$ cat src/rtl/bit_serial_adder.sv
// LSB-first bit-serial adder: one full-adder cell plus carry flop, valid/ready on both sides.
// Define SUB_MODE_EN to add the op_sub port (a - b - cin with borrow-in/borrow-out).
module bit_serial_adder #(
  parameter int unsigned WIDTH = 8
) (
  input  logic             clk,
  input  logic             rst,
  input  logic             start_valid,
  output logic             start_ready,
  input  logic [WIDTH-1:0] a,
  input  logic [WIDTH-1:0] b,
  input  logic             cin,
`ifdef SUB_MODE_EN
  input  logic             op_sub,
`endif
  output logic [WIDTH-1:0] sum,
  output logic             cout,
  output logic             done_valid,
  input  logic             done_ready,
  output logic             busy
);

  localparam int unsigned CntW = (WIDTH > 2) ? $clog2(WIDTH) : 1;
  localparam logic [CntW-1:0] LastCnt = CntW'(WIDTH - 1);

  typedef enum logic [1:0] {StIdle, StRun, StDone} state_e;

  state_e            state_q, state_d;
  logic [WIDTH-1:0]  a_sh_q, a_sh_d;
  logic [WIDTH-1:0]  b_sh_q, b_sh_d;
  logic [WIDTH-1:0]  acc_q, acc_d;
  logic [WIDTH-1:0]  sum_q, sum_d;
  logic [CntW-1:0]   count_q, count_d;
  logic              carry_q, carry_d;
  logic              cout_q, cout_d;
  logic              sub_in, sub_q;
  logic              fa_sum, fa_carry;

`ifdef SUB_MODE_EN
  logic sub_d;
  assign sub_in = op_sub;
`else
  assign sub_in = 1'b0;
  assign sub_q  = 1'b0;
`endif

  assign fa_sum   = a_sh_q[0] ^ b_sh_q[0] ^ carry_q;
  assign fa_carry = (a_sh_q[0] & b_sh_q[0]) | (a_sh_q[0] & carry_q) | (b_sh_q[0] & carry_q);

  always_comb begin
    state_d = state_q;
    a_sh_d  = a_sh_q;
    b_sh_d  = b_sh_q;
    acc_d   = acc_q;
    sum_d   = sum_q;
    count_d = count_q;
    carry_d = carry_q;
    cout_d  = cout_q;
`ifdef SUB_MODE_EN
    sub_d   = sub_q;
`endif
    unique case (state_q)
      StIdle: begin
        if (start_valid) begin
          // Subtraction is a + ~b + ~cin; the inversion happens once at load time.
          a_sh_d  = a;
          b_sh_d  = b ^ {WIDTH{sub_in}};
          carry_d = cin ^ sub_in;
          count_d = '0;
`ifdef SUB_MODE_EN
          sub_d   = sub_in;
`endif
          state_d = StRun;
        end
      end
      StRun: begin
        a_sh_d  = a_sh_q >> 1;
        b_sh_d  = b_sh_q >> 1;
        carry_d = fa_carry;
        acc_d   = {fa_sum, acc_q[WIDTH-1:1]};
        count_d = count_q + CntW'(1);
        if (count_q == LastCnt) begin
          sum_d   = {fa_sum, acc_q[WIDTH-1:1]};
          cout_d  = fa_carry ^ sub_q;
          state_d = StDone;
        end
      end
      StDone: begin
        if (done_ready) state_d = StIdle;
      end
      default: state_d = StIdle;
    endcase
  end

  always_ff @(posedge clk) begin
    if (rst) begin
      state_q <= StIdle;
      a_sh_q  <= '0;
      b_sh_q  <= '0;
      acc_q   <= '0;
      sum_q   <= '0;
      count_q <= '0;
      carry_q <= 1'b0;
      cout_q  <= 1'b0;
`ifdef SUB_MODE_EN
      sub_q   <= 1'b0;
`endif
    end else begin
      state_q <= state_d;
      a_sh_q  <= a_sh_d;
      b_sh_q  <= b_sh_d;
      acc_q   <= acc_d;
      sum_q   <= sum_d;
      count_q <= count_d;
      carry_q <= carry_d;
      cout_q  <= cout_d;
`ifdef SUB_MODE_EN
      sub_q   <= sub_d;
`endif
    end
  end

  assign start_ready = (state_q == StIdle);
  assign done_valid  = (state_q == StDone);
  assign busy        = (state_q != StIdle);
  assign sum         = sum_q;
  assign cout        = cout_q;

endmodule

$ cat config.mk
export PLATFORM = sky130hd
export DESIGN_NAME = bit_serial_adder
export DESIGN_NICKNAME = d
export VERILOG_FILES = /design/src/rtl/bit_serial_adder.sv
export SDC_FILE = /design/constraint.sdc
export NUM_CORES = 1
export LEC_CHECK = 0
export ABC_AREA = 1
export CORE_ASPECT_RATIO = 1.2
export CORE_UTILIZATION = 55
export DETAILED_ROUTE_END_ITERATION = 8
export GPL_ROUTABILITY_DRIVEN = 0
export PLACE_DENSITY = 0.82
export SLEW_MARGIN = 20
export SYNTH_ARGS = -nofsm -noshare
export SYNTH_HDL_FRONTEND = slang
export SYNTH_SLANG_ARGS = --single-unit
export TNS_END_PERCENT = 5
$ cat constraint.sdc
create_clock -name clk -period 2.8 [get_ports clk]
set_input_delay 0.56 -clock clk [delete_from_list [all_inputs] [get_ports clk]]
set_output_delay 0.56 -clock clk [all_outputs]
set_load 0.02 [all_outputs]
# ---- After elaboration in Yosys (flattened, before gate mapping)
# Cells that the tools add are included.
dict set report totals {
  register_bits 39
  inputBits 21
  elab_cells 40
}
dict set report op_classes {
  add_sub_neg 1
  n_eq_ne 6
  muxes 12
  bitwise_logic 7
  n_reduce_logical 6
}
# operator count
set op_table {}
lappend op_table {{one-hot mux 8 bit (2 select lines)} 2}
lappend op_table {{two-way mux 8 bit} 2}
lappend op_table {{two-way mux 2 bit} 3}
lappend op_table {{one-hot mux 2 bit (3 select lines)} 1}
lappend op_table {{one-hot mux 3 bit (2 select lines)} 1}
lappend op_table {{inequality test 2 bit (second input constant)} 2}
lappend op_table {{AND reduction 2 bit} 2}
lappend op_table {{nonzero test 2 bit} 2}
lappend op_table {{adder 3 x 1 -> 3 bit (second input constant)} 1}
lappend op_table {{AND 1 bit} 3}
lappend op_table {{== test 3 bit (second input constant)} 1}
lappend op_table {{two-way mux 3 bit} 1}
lappend op_table {{AND reduction 3 bit} 1}
lappend op_table {{== test 2 x 1 -> 1 bit (second input constant)} 1}
lappend op_table {{== test 2 bit (second input constant)} 1}
lappend op_table {{zero test 2 bit} 1}
lappend op_table {{inequality test 2 x 1 -> 1 bit (second input constant)} 1}
lappend op_table {{OR 1 bit} 2}
lappend op_table {{one-hot mux 1 bit (2 select lines)} 1}
lappend op_table {{XOR 1 bit} 2}
lappend op_table {{two-way mux 1 bit} 1}

# ---- Logic depth before layout (Yosys ltp)
dict set report depth {
  depth_word 4
  ltp_mapped 6
  depth_no_buf 6
}

# ---- Worst setup path before layout
# Ideal clock, no wire load.
dict set report synth_path {
  kind {reg2out}
  startpoint {register state_q[0]}
  endpoint {output port busy}
  t_arrival_ns 1.059
  required_ns 2.240
  slack_ns 1.181
  path_stages_with_launch 4
  path_cell_list {dfxtp_1 > buf_6 > nor2_1 > inv_1}
}
dict set report synth_between {
  elab_chain_cells 1
}
# item line_no
set synth_lines {}
lappend synth_lines {{start, declared} 28} ;# state_e state_q, state_d;
lappend synth_lines {{start signal, assigned} 97} ;# state_q <= StIdle;
lappend synth_lines {{start signal, assigned} 109} ;# state_q <= state_d;
lappend synth_lines {{nonzero test 2 bit} 125} ;# assign busy = (state_q != StIdle);
lappend synth_lines {{end, declared} 20} ;# output logic busy
# No other way between the ends.

# ---- Final worst setup path
dict set report layout_path {
  startpoint {register state_q[1]}
  endpoint {output port done_valid}
}
dict set report layout_between {
  elab_chain_cells 1
}
# item line_no
set layout_lines {}
lappend layout_lines {{== test 2 bit} 124} ;# assign done_valid = (state_q == StDone);
lappend layout_lines {{end, declared} 18} ;# output logic done_valid,
# No other way between the ends.

==> metrics.txt <==
# Post-CTS Setup Buffers 0; leakage power of the design 0.000976 uW; Final Net Count between 300 and 400; class of the most critical setup path reg -> out; total power density per cell area ~500 mW/mm2; number of placement rows 21; Total Routed Length around 3300 um; number of antenna violations at the first check in global routing 0; Synth Area in XOR/XNOR 0%; arrival time at the worst endpoint approximately 1.7 ns; fin crit share ~79%; busiest layer in global routing met2; cell at the root of the clock tree sky130_fd_sc_hd__clkbuf_4; Simple-Gate Fraction of Synth Area 28.6%; CTS tree built; count of state elements after synthesis 38; count of nets left with antenna violations after detail routing 0; cell depth of the worst flop-to-flop path 6; net count after synthesis between 200 and 300; finished layout cell area approximately 0.0021 mm2; GR met2 Demand/Resource 37.3%; Tmin final roughly 2.2 ns; number of hold buffers added after CTS 0; port buffer count 32; Wirelength per Cell 10.2 um; R2R setup slack ~1.2 ns; max-capacitance violation count 0; Hold Fails Final Rpt 0; clock buffers created by TritonCTS 5; clock latency at the later pin of the worst-skew pair 0.35 ns; Avg Inst Size Synth about 6.7 um2; Sum Neg Setup Slack 0 ns; Slew @ Worst Pin 0.694 ns; Chip Width roughly 53 um; # diodes 0; share of cell area taken by muxes after synthesis 0%; cell depth of the worst hold path 2; Ys Warns 0; Setup Viol. Count Final 0; average vias per placed instance roughly 4.8; placed inst area ~0.002 mm2; relative slew slack a little over half; post-placement worst setup slack slightly below 0.8 ns; effective utilization at floorplan ~59%; I/O pin total 33; number of global-route vias before repair about 1300; worst clock skew 0.00277 ns; type of element capturing the critical path primary output; worst hold start sum[7]; number of buffers on the longest clock path 2; critical register-to-register path startpoint state_q[0]; fraction of the mapped netlist area in compound gates between 10% and 20%; Worst Path Required 2.24 ns; Worst Hold End sum[7]; highest clock rate 452 MHz; number of distinct standard cells referenced by the synthesized netlist 18; largest voltage drop on the vdd net approximately 440 uV; number of sinks handled by clock tree synthesis 38; fraction of met3 tracks used by global routing between 7 and 8%; H-tree levels 2; library cell occupying the most area in the post-synthesis netlist sky130_fd_sc_hd__dfxtp_1; count of mapped cells out of synthesis 256; setup repair after global routing missed its margin false; post-route DRC violation count 0; synth-to-layout area growth 21.8%; Congestion Overflow GR 0; die outline area between 0.003 and 0.004 mm2; global-route wire length before repair 5410 um; proportion of layout cells with a drive suffix above 1 under 10%; Max Transition Viols Final 0; result of the run finished clean; top-area cell type share of the netlist area 44.3%; number of violations reported at the end of detailed-routing iteration 0 46; final HPWL from detailed placement 2210 um; critical path peak fanout 4; cell area after synthesis 0.00172 mm2; path category of the worst min-delay check reg -> reg; vias after detailed routing between 1500 and 2000; non-filler instance count after layout about 320; post-synthesis share of cell area spent on full adders, half adders and majority gates 2.62%; dominant combinational cell family by area after synthesis simple AND/OR/NAND/NOR gates; post-cts gate resize count 0; Reg2Reg Capture Point sum[0]; clock-pin slew of the registers on the worst-case setup and hold paths 0.10 ns; sequential element share of the synthesized area ~44%; core occupancy in the finished layout between 70% and 80%; area inside the core boundary 0.00289 mm2; PnR worst setup slack 0.588 ns; met1 track demand over resource 24.4%; maximum number of pins on one net before global-route repair 27; startpoint types flop; ranking of synthesized cells by area sky130_fd_sc_hd__dfxtp_1 44%, sky130_fd_sc_hd__nand2_1 18%, sky130_fd_sc_hd__inv_1 8.3%, sky130_fd_sc_hd__nor2_1 8.3%, sky130_fd_sc_hd__a21oi_1 7.9%; Pre-Repair DR Iteration Count 4; total global routing track utilization about 22%; Die Span Y around 63 um; cell count after placement 314
worst max path at each step:
stage,startpoint,endpoint,slack (ns),depth (start not counted)
finish,state_q[1],done_valid,0.59,3
global route,state_q[1],done_valid,0.51,3
CTS,state_q[1],done_valid,0.56,3
detailed placement,start_valid,b_sh_q[5],0.77,6
global placement,start_valid,a_sh_q[3],0.82,6
floorplan,state_q[0],busy,1.18,3
sequential cells by signal, summed over array words and instances (netlist names):
name	flops
acc_q	7
carry_q	1
sum	8
a_sh_q	8
b_sh_q	8
count_q	3
state_q	2
cout	1
report_power, final:
group,total [uW],switching [uW],internal [uW],leakage (uW)
Sequential,589,15.3,574,0.000312
Combinational,169,93.7,74.9,0.000628
Clock,297,175,122,0.0000353
logic make-up after synthesis:
kind of cell | count (synthesis)
AND/OR/NAND/NOR | 127
AO/OA/AOI/OAI | 38
adder cells (fa/ha/maj) | 3
flip-flops | 38
buffers and inverters | 50
layout make-up:
cell class                 instances  area [um2]
clock buffer                       7        55.1
clock inverter                     1        5.00
fill                             256         800
inverter                          39         146
multi-input combinational        168         738
sequential                        38         761
tap                               34        42.5
timing repair buffer              35         343
per-stage QoR:
step | power (uW) | hold WS (ns)
final | 1050 | 0.467
after global routing | 1120 | 0.497
after CTS | 1070 | 0.471
after detailed placement | 771 | 0.455
after global placement | 767 | 0.450
after floorplan | 718 | 0.438
synth_stat cells:
cell type and instances:
sky130_fd_sc_hd__nor2_1 38, sky130_fd_sc_hd__dfxtp_1 38, sky130_fd_sc_hd__nand2_1 84, sky130_fd_sc_hd__inv_1 38, sky130_fd_sc_hd__fa_1 1, sky130_fd_sc_hd__nor2_4 1, sky130_fd_sc_hd__a21oi_1 27, sky130_fd_sc_hd__buf_6 2
sky130_fd_sc_hd__o21ai_4 1, sky130_fd_sc_hd__o21ai_0 10, sky130_fd_sc_hd__buf_4 3, sky130_fd_sc_hd__clkbuf_1 3, sky130_fd_sc_hd__ha_1 2, sky130_fd_sc_hd__nor2_2 1, sky130_fd_sc_hd__buf_2 3, sky130_fd_sc_hd__inv_2 1
sky130_fd_sc_hd__nand3_1 2, sky130_fd_sc_hd__nand2_2 1
placed cells by master, fill, tap and decap left out, types with 2 or more instances in the layout:
| cell | n |
|---|---|
| sky130_fd_sc_hd__nand3_1 | 2 |
| sky130_fd_sc_hd__dfxtp_1 | 38 |
| sky130_fd_sc_hd__clkdlybuf4s50_1 | 32 |
| sky130_fd_sc_hd__buf_4 | 3 |
| sky130_fd_sc_hd__a21oi_1 | 27 |
| sky130_fd_sc_hd__nor2_1 | 38 |
| sky130_fd_sc_hd__nand2_1 | 84 |
| sky130_fd_sc_hd__o21ai_0 | 10 |
| sky130_fd_sc_hd__inv_1 | 38 |
| sky130_fd_sc_hd__clkbuf_4 | 5 |
| sky130_fd_sc_hd__ha_1 | 2 |
critical path: stages, from the launching register on:
cell and delay [ns]:
sky130_fd_sc_hd__dfxtp_1 0.46, sky130_fd_sc_hd__inv_2 0.09, sky130_fd_sc_hd__nor2_1 0.14, sky130_fd_sc_hd__clkdlybuf4s50_1 0.62
per-layer routing:
| layer | routed length, um | vias to the layer above |
|---|---|---|
| met1 | 1500 | 696 |
| met4 | 59 | 0 |
| met2 | 1580 | 26 |
| met3 | 154 | 5 |
| li1 | - | 825 |
| met5 | 0 | - |
Note: power is estimated with default switching activity, not from simulation.
==> variant 1 (config.mk and constraints unchanged) <==
Reset style: asynchronous (`rst`), changed in one clocked block.
--- a/src/rtl/bit_serial_adder.sv
+++ b/src/rtl/bit_serial_adder.sv
@@ -92,7 +92,7 @@
     endcase
   end
 
-  always_ff @(posedge clk) begin
+  always_ff @(posedge clk or posedge rst) begin
     if (rst) begin
       state_q <= StIdle;
       a_sh_q  <= '0;
Behaviour: differs if rst is asserted again (counterexample within 4 cycles, from zero or initial values and one cycle with rst high); with rst held inactive, the same outputs for 10 cycles.
==> variant 1 against the unedited design <==
  * Setup slack worse by 0.0058 ns
  * Core utilization down 0.99 points
  * Fmax decreased by 0.26%
  * Area after synthesis rose by 4.3%
  * Worst hold slack better by 0.016 ns
  * Cell area up 5.2%
  * Sequential cell count did not move
  * Routed wire length is 0.24% higher
  * Largest cell class unchanged
  * Global-route usage increased by 1.3 points
Power is not compared: it rests on default switching activity, and its combinational part moved more than twofold at a synthesized area within 25%.
==> variant 1: results (changes against the unedited design) <==
Route
  • Drt wl/cell: 11.4 um (was 10.2 um)
  • Count of vias placed by the detailed router: 1,395 (was 1,552)
  • Number of DRC markers after the initial detailed-route iteration: 50 (was 46)
  • Sum of routed wire segments on met1: 1.42 mm (was 1.50 mm)
  • Met2 wire len: 1.67 mm (was 1.58 mm)
  • Routed wire length: 3.30 mm (was 3.29 mm)

Yosys
  • Ranking of synthesized cells by instance count: sky130_fd_sc_hd__nand2_1 (84), sky130_fd_sc_hd__inv_1 (40), sky130_fd_sc_hd__dfrtp_1 (38), sky130_fd_sc_hd__nand3_1 (18), sky130_fd_sc_hd__o21ai_0 (9) (was sky130_fd_sc_hd__nand2_1 (84), sky130_fd_sc_hd__dfxtp_1 (38), sky130_fd_sc_hd__inv_1 (38), sky130_fd_sc_hd__nor2_1 (38), sky130_fd_sc_hd__a21oi_1 (27))
  • Gate count of the mapped netlist: 220 (was 256)
  • Fraction of the yosys area taken by sequential cells: 0.531 (was 0.443)
  • Synthesized net count: 244 (was 280)
  • Largest cells by area after synthesis: sky130_fd_sc_hd__dfrtp_1 (53%), sky130_fd_sc_hd__nand2_1 (18%), sky130_fd_sc_hd__inv_1 (8.4%) (was sky130_fd_sc_hd__dfxtp_1 (44%), sky130_fd_sc_hd__nand2_1 (18%), sky130_fd_sc_hd__inv_1 (8.3%))
  • Fraction of synthesized cell area taken by the top area cell type: 0.531 (was 0.443)

GRT
  • GR met2 Demand/Resource: 0.392 (was 0.373)
  • Aggregate global-route resource usage: 0.234 (was 0.221)
  • Met3 capacity usage during global routing: 0.0704 (was 0.0725)
  • Global-route met1 utilization: 0.259 (was 0.244)
  • Number of global-route vias before repair: 1,340 (was 1,325)
  • Maximum number of pins on one net before global-route repair: 39 (was 27)

Worst setup path
  • Worst R2R Setup Slack: 1.02 ns (was 1.20 ns)
  • Delay of the slowest critical-path stage: 0.65 ns (was 0.62 ns)
  • Reg2Reg Launch Point: state_q[0]$_DFFE_PP0P_ (was state_q[0]$_SDFFE_PP0P_)
  • Endpoint of the worst register-to-register path: a_sh_q[6]$_DFFE_PP0P_ (was sum[0]$_SDFFE_PP0P_)

Placement
  • Detailed-placement wirelength estimate: 2.19 mm (was 2.21 mm)
  • Worst slack at placement: 0.973 ns (was 0.774 ns)
  • Inst Count DP: 282 (was 314)

STA
  • Fin Hold WS: 0.483 ns (was 0.467 ns)
  • Pin slew with the least headroom to its limit: 0.553 ns (was 0.694 ns)
  • Setup clock skew after layout: 0.00616 ns (was 0.00277 ns)

Run status
  • Run status: finished, final reports clean (unchanged)

Clock network
  • Clock-pin slew of the registers on the worst-case setup and hold paths: 0.12 ns (was 0.10 ns)
  • # Post-CTS Setup Buffers: 0 (unchanged)

Hold path
  • WHS Endpoint: sum[0]$_DFFE_PP0P_ (was sum[7]$_SDFFE_PP0P_)

Finish
  • Share of post-route cells with drive strength above 1: 0.0630 (was 0.0521)
[variant 1: cell types whose count changed after synthesis, sizes merged]
cell / change
dfrtp: +38
dfxtp: -38
nor2: -36
a21oi: -25
nand3: +16
o21ai: +6
clkbuf: -3
inv: +3
nand2: +2
o31ai: +1
[variant 1: power by group through the flow]
| stage | Combinational [mW] | Sequential [mW] | Clock, mW |
|---|---|---|---|
| 2_1_floorplan | 0.684 | 0.977 | 0 |
| 5_1_grt | 1.13 | 0.956 | 0.496 |
| 3_5_place_dp | 0.977 | 0.936 | 0 |
| 4_1_cts | 0.988 | 0.929 | 0.474 |
| 3_3_place_gp | 0.938 | 0.926 | 0 |
| 6_report | 0.976 | 0.928 | 0.470 |
[variant 1: how the worst max path moves through the flow]
stage | endpoint | slack (ns) | cells past startpoint | startpoint
after floorplan | busy | 1.10 | 3 | state_q[0]$_DFFE_PP0P_
after CTS | start_ready | 0.58 | 2 | state_q[1]$_DFFE_PP0P_
after global routing | start_ready | 0.50 | 2 | state_q[1]$_DFFE_PP0P_
after global placement | start_ready | 0.99 | 2 | state_q[1]$_DFFE_PP0P_
after detailed placement | start_ready | 0.97 | 2 | state_q[1]$_DFFE_PP0P_
final | start_ready | 0.58 | 2 | state_q[1]$_DFFE_PP0P_
[variant 1: cell type report]
cell class | count | area, um2
sequential | 38 | 951
fill | 252 | 883
multi-input combinational | 132 | 599
timing repair buffer | 34 | 335
tap | 36 | 45.0
inverter | 42 | 163
clock inverter | 3 | 68.8
clock buffer | 5 | 37.5
[variant 1: cell families after synthesis]
logic type,after synthesis,synth area share
simple gates,109,0.252
compound gates,20,0.0573
flops,38,0.531
fa+ha+maj,3,0.0252
buf+inv,50,0.134
==> variant 2 (config.mk and constraints unchanged) <==
Without the edit above. Set the parameter `WIDTH` to 4 (it was 8).
--- a/src/rtl/bit_serial_adder.sv
+++ b/src/rtl/bit_serial_adder.sv
@@ -1,7 +1,7 @@
 // LSB-first bit-serial adder: one full-adder cell plus carry flop, valid/ready on both sides.
 // Define SUB_MODE_EN to add the op_sub port (a - b - cin with borrow-in/borrow-out).
 module bit_serial_adder #(
-  parameter int unsigned WIDTH = 8
+  parameter int unsigned WIDTH = 4
 ) (
   input  logic             clk,
   input  logic             rst,
Interface: changed (resized a, b and sum); port bits go from 33 to 21. No check against the original RTL was run, so the function may have changed too.
==> variant 2 against the unedited design <==
  * Critical path depth unchanged
  * Routed wire length shrank 48%
  * Power decreased by 46%
  * Setup slack worse by 0.086 ns
  * Area after synthesis decreased by 44%
  * Cell area shrank 44%
  * Sequential cell count down 17
  * Non-clock buffer count decreased by 15
  * Critical path type unchanged
==> variant 2: results (changes against the unedited design) <==
Yosys
  • Fraction of the yosys area taken by sequential cells: 0.439 (was 0.443)
  • Number of distinct standard cells referenced by the synthesized netlist: 15 (was 18)
  • Fraction of synthesized cell area taken by the top area cell type: 0.439 (was 0.443)
  • Synthesized net count: 155 (was 280)
  • Largest cells by area after synthesis: sky130_fd_sc_hd__dfxtp_1 (44%), sky130_fd_sc_hd__nand2_1 (16%), sky130_fd_sc_hd__inv_1 (8.6%) (was sky130_fd_sc_hd__dfxtp_1 (44%), sky130_fd_sc_hd__nand2_1 (18%), sky130_fd_sc_hd__inv_1 (8.3%))

Finish
  • Share of post-route cells with drive strength above 1: 0.0503 (was 0.0521)
  • Layout fillers: 139 (was 256)
  • Number of nets at the end of the flow: 175 (was 311)

STA
  • Worst slew slack as a fraction of its limit: 0.668 (was 0.537)

Worst setup path
  • Worst EP arrival: 1.74 ns (was 1.65 ns)
  • Max Fanout on Critical Path: 13 (was 4)
  • Launch point of the worst path: state_q[0]$_SDFFE_PP0P_ (was state_q[1]$_SDFFE_PP0P_)

Placement
  • Detailed-placement wirelength estimate: 1.25 mm (was 2.21 mm)
  • IO buf count: 20 (was 32)

Run status
  • Run status: finished, final reports clean (unchanged)

GRT
  • Global-route wire length before repair: 2.76 mm (was 5.41 mm)
  • Aggregate global-route resource usage: 0.210 (was 0.221)
  • Number of global-route vias before repair: 680 (was 1,325)

Power and ir drop
  • VDD IR-drop max: 374 uV (was 437 uV)
  • Switching share of power: 0.278 (was 0.269)
  • Power Total: 0.574 mW (was 1.05 mW)

Route
  • Routed wire length: 1.71 mm (was 3.29 mm)
  • Number of DRC markers after the initial detailed-route iteration: 12 (was 46)

Clock network
  • Number of clock buffers inserted by TritonCTS: 3 (was 5)
  • # H-tree levels: 1 (was 2)
  • Clock-pin slew of the registers on the worst-case setup and hold paths: 0.12 ns (was 0.10 ns)
==> variant 2: worst paths after layout <==
| kind | endpoint | slack (ns) | depth (start not counted) |
|---|---|---|---|
| max | busy | 0.50 | 3 |
| min | sum[0]$_SDFFE_PP0P_ | 0.47 | 2 |
| max reg2reg | sum[2]$_SDFFE_PP0P_ | 1.29 | 5 |
| min reg2reg | sum[0]$_SDFFE_PP0P_ | 0.47 | 2 |
==> variant 2: layout make-up <==
class,instances,area [um2],share of cell area
Clock buffer,3,22.5,0.0192
Clock inverter,1,5.00,0.00426
Inverter,23,86.3,0.0735
Multi-Input combinational cell,91,418,0.356
Sequential cell,21,420,0.358
Tap cell,18,22.5,0.0192
Timing Repair Buffer,20,200,0.170
==> variant 2: logic make-up (layout without fill, tap and decap cells) <==
logic type | Yosys count | in the layout | share of synthesized area
AO/OA/AOI/OAI | 21 | 21 | 0.121
buffers and inverters | 28 | 47 | 0.125
flip-flops | 21 | 21 | 0.439
AND/OR/NAND/NOR | 68 | 68 | 0.281
adder cells (fa/ha/maj) | 2 | 2 | 0.0339
==> variant 2: power by group through the flow <==
stage	Combinational [mW]	Clock [mW]	Sequential (mW)
2_1_floorplan	0.0679	0	0.332
3_3_place_gp	0.0916	0	0.336
3_5_place_dp	0.0954	0	0.337
4_1_cts	0.0956	0.151	0.330
5_1_grt	0.110	0.161	0.333
6_report	0.0949	0.149	0.330
==> variant 2: stage by stage <==
stage	std cells	setup WS [ns]
2_1_floorplan	140	1.29
3_3_place_gp	173	0.890
3_5_place_dp	173	0.853
4_1_cts	177	0.496
5_1_grt	177	0.392
6_report	177	0.502
==> variant 2: tightest hold or removal path, stage by stage, from the launching register on <==
cell	delay, ns
sky130_fd_sc_hd__dfxtp_1	0.33
sky130_fd_sc_hd__nand2_1	0.06
sky130_fd_sc_hd__a21oi_1	0.05
==> variant 2: metal layers <==
metal  wire length (um)  GRT usage
met4                 36     0.0828
met1                777      0.255
met2                830      0.368
met5                  0          0
met3                 66     0.0279
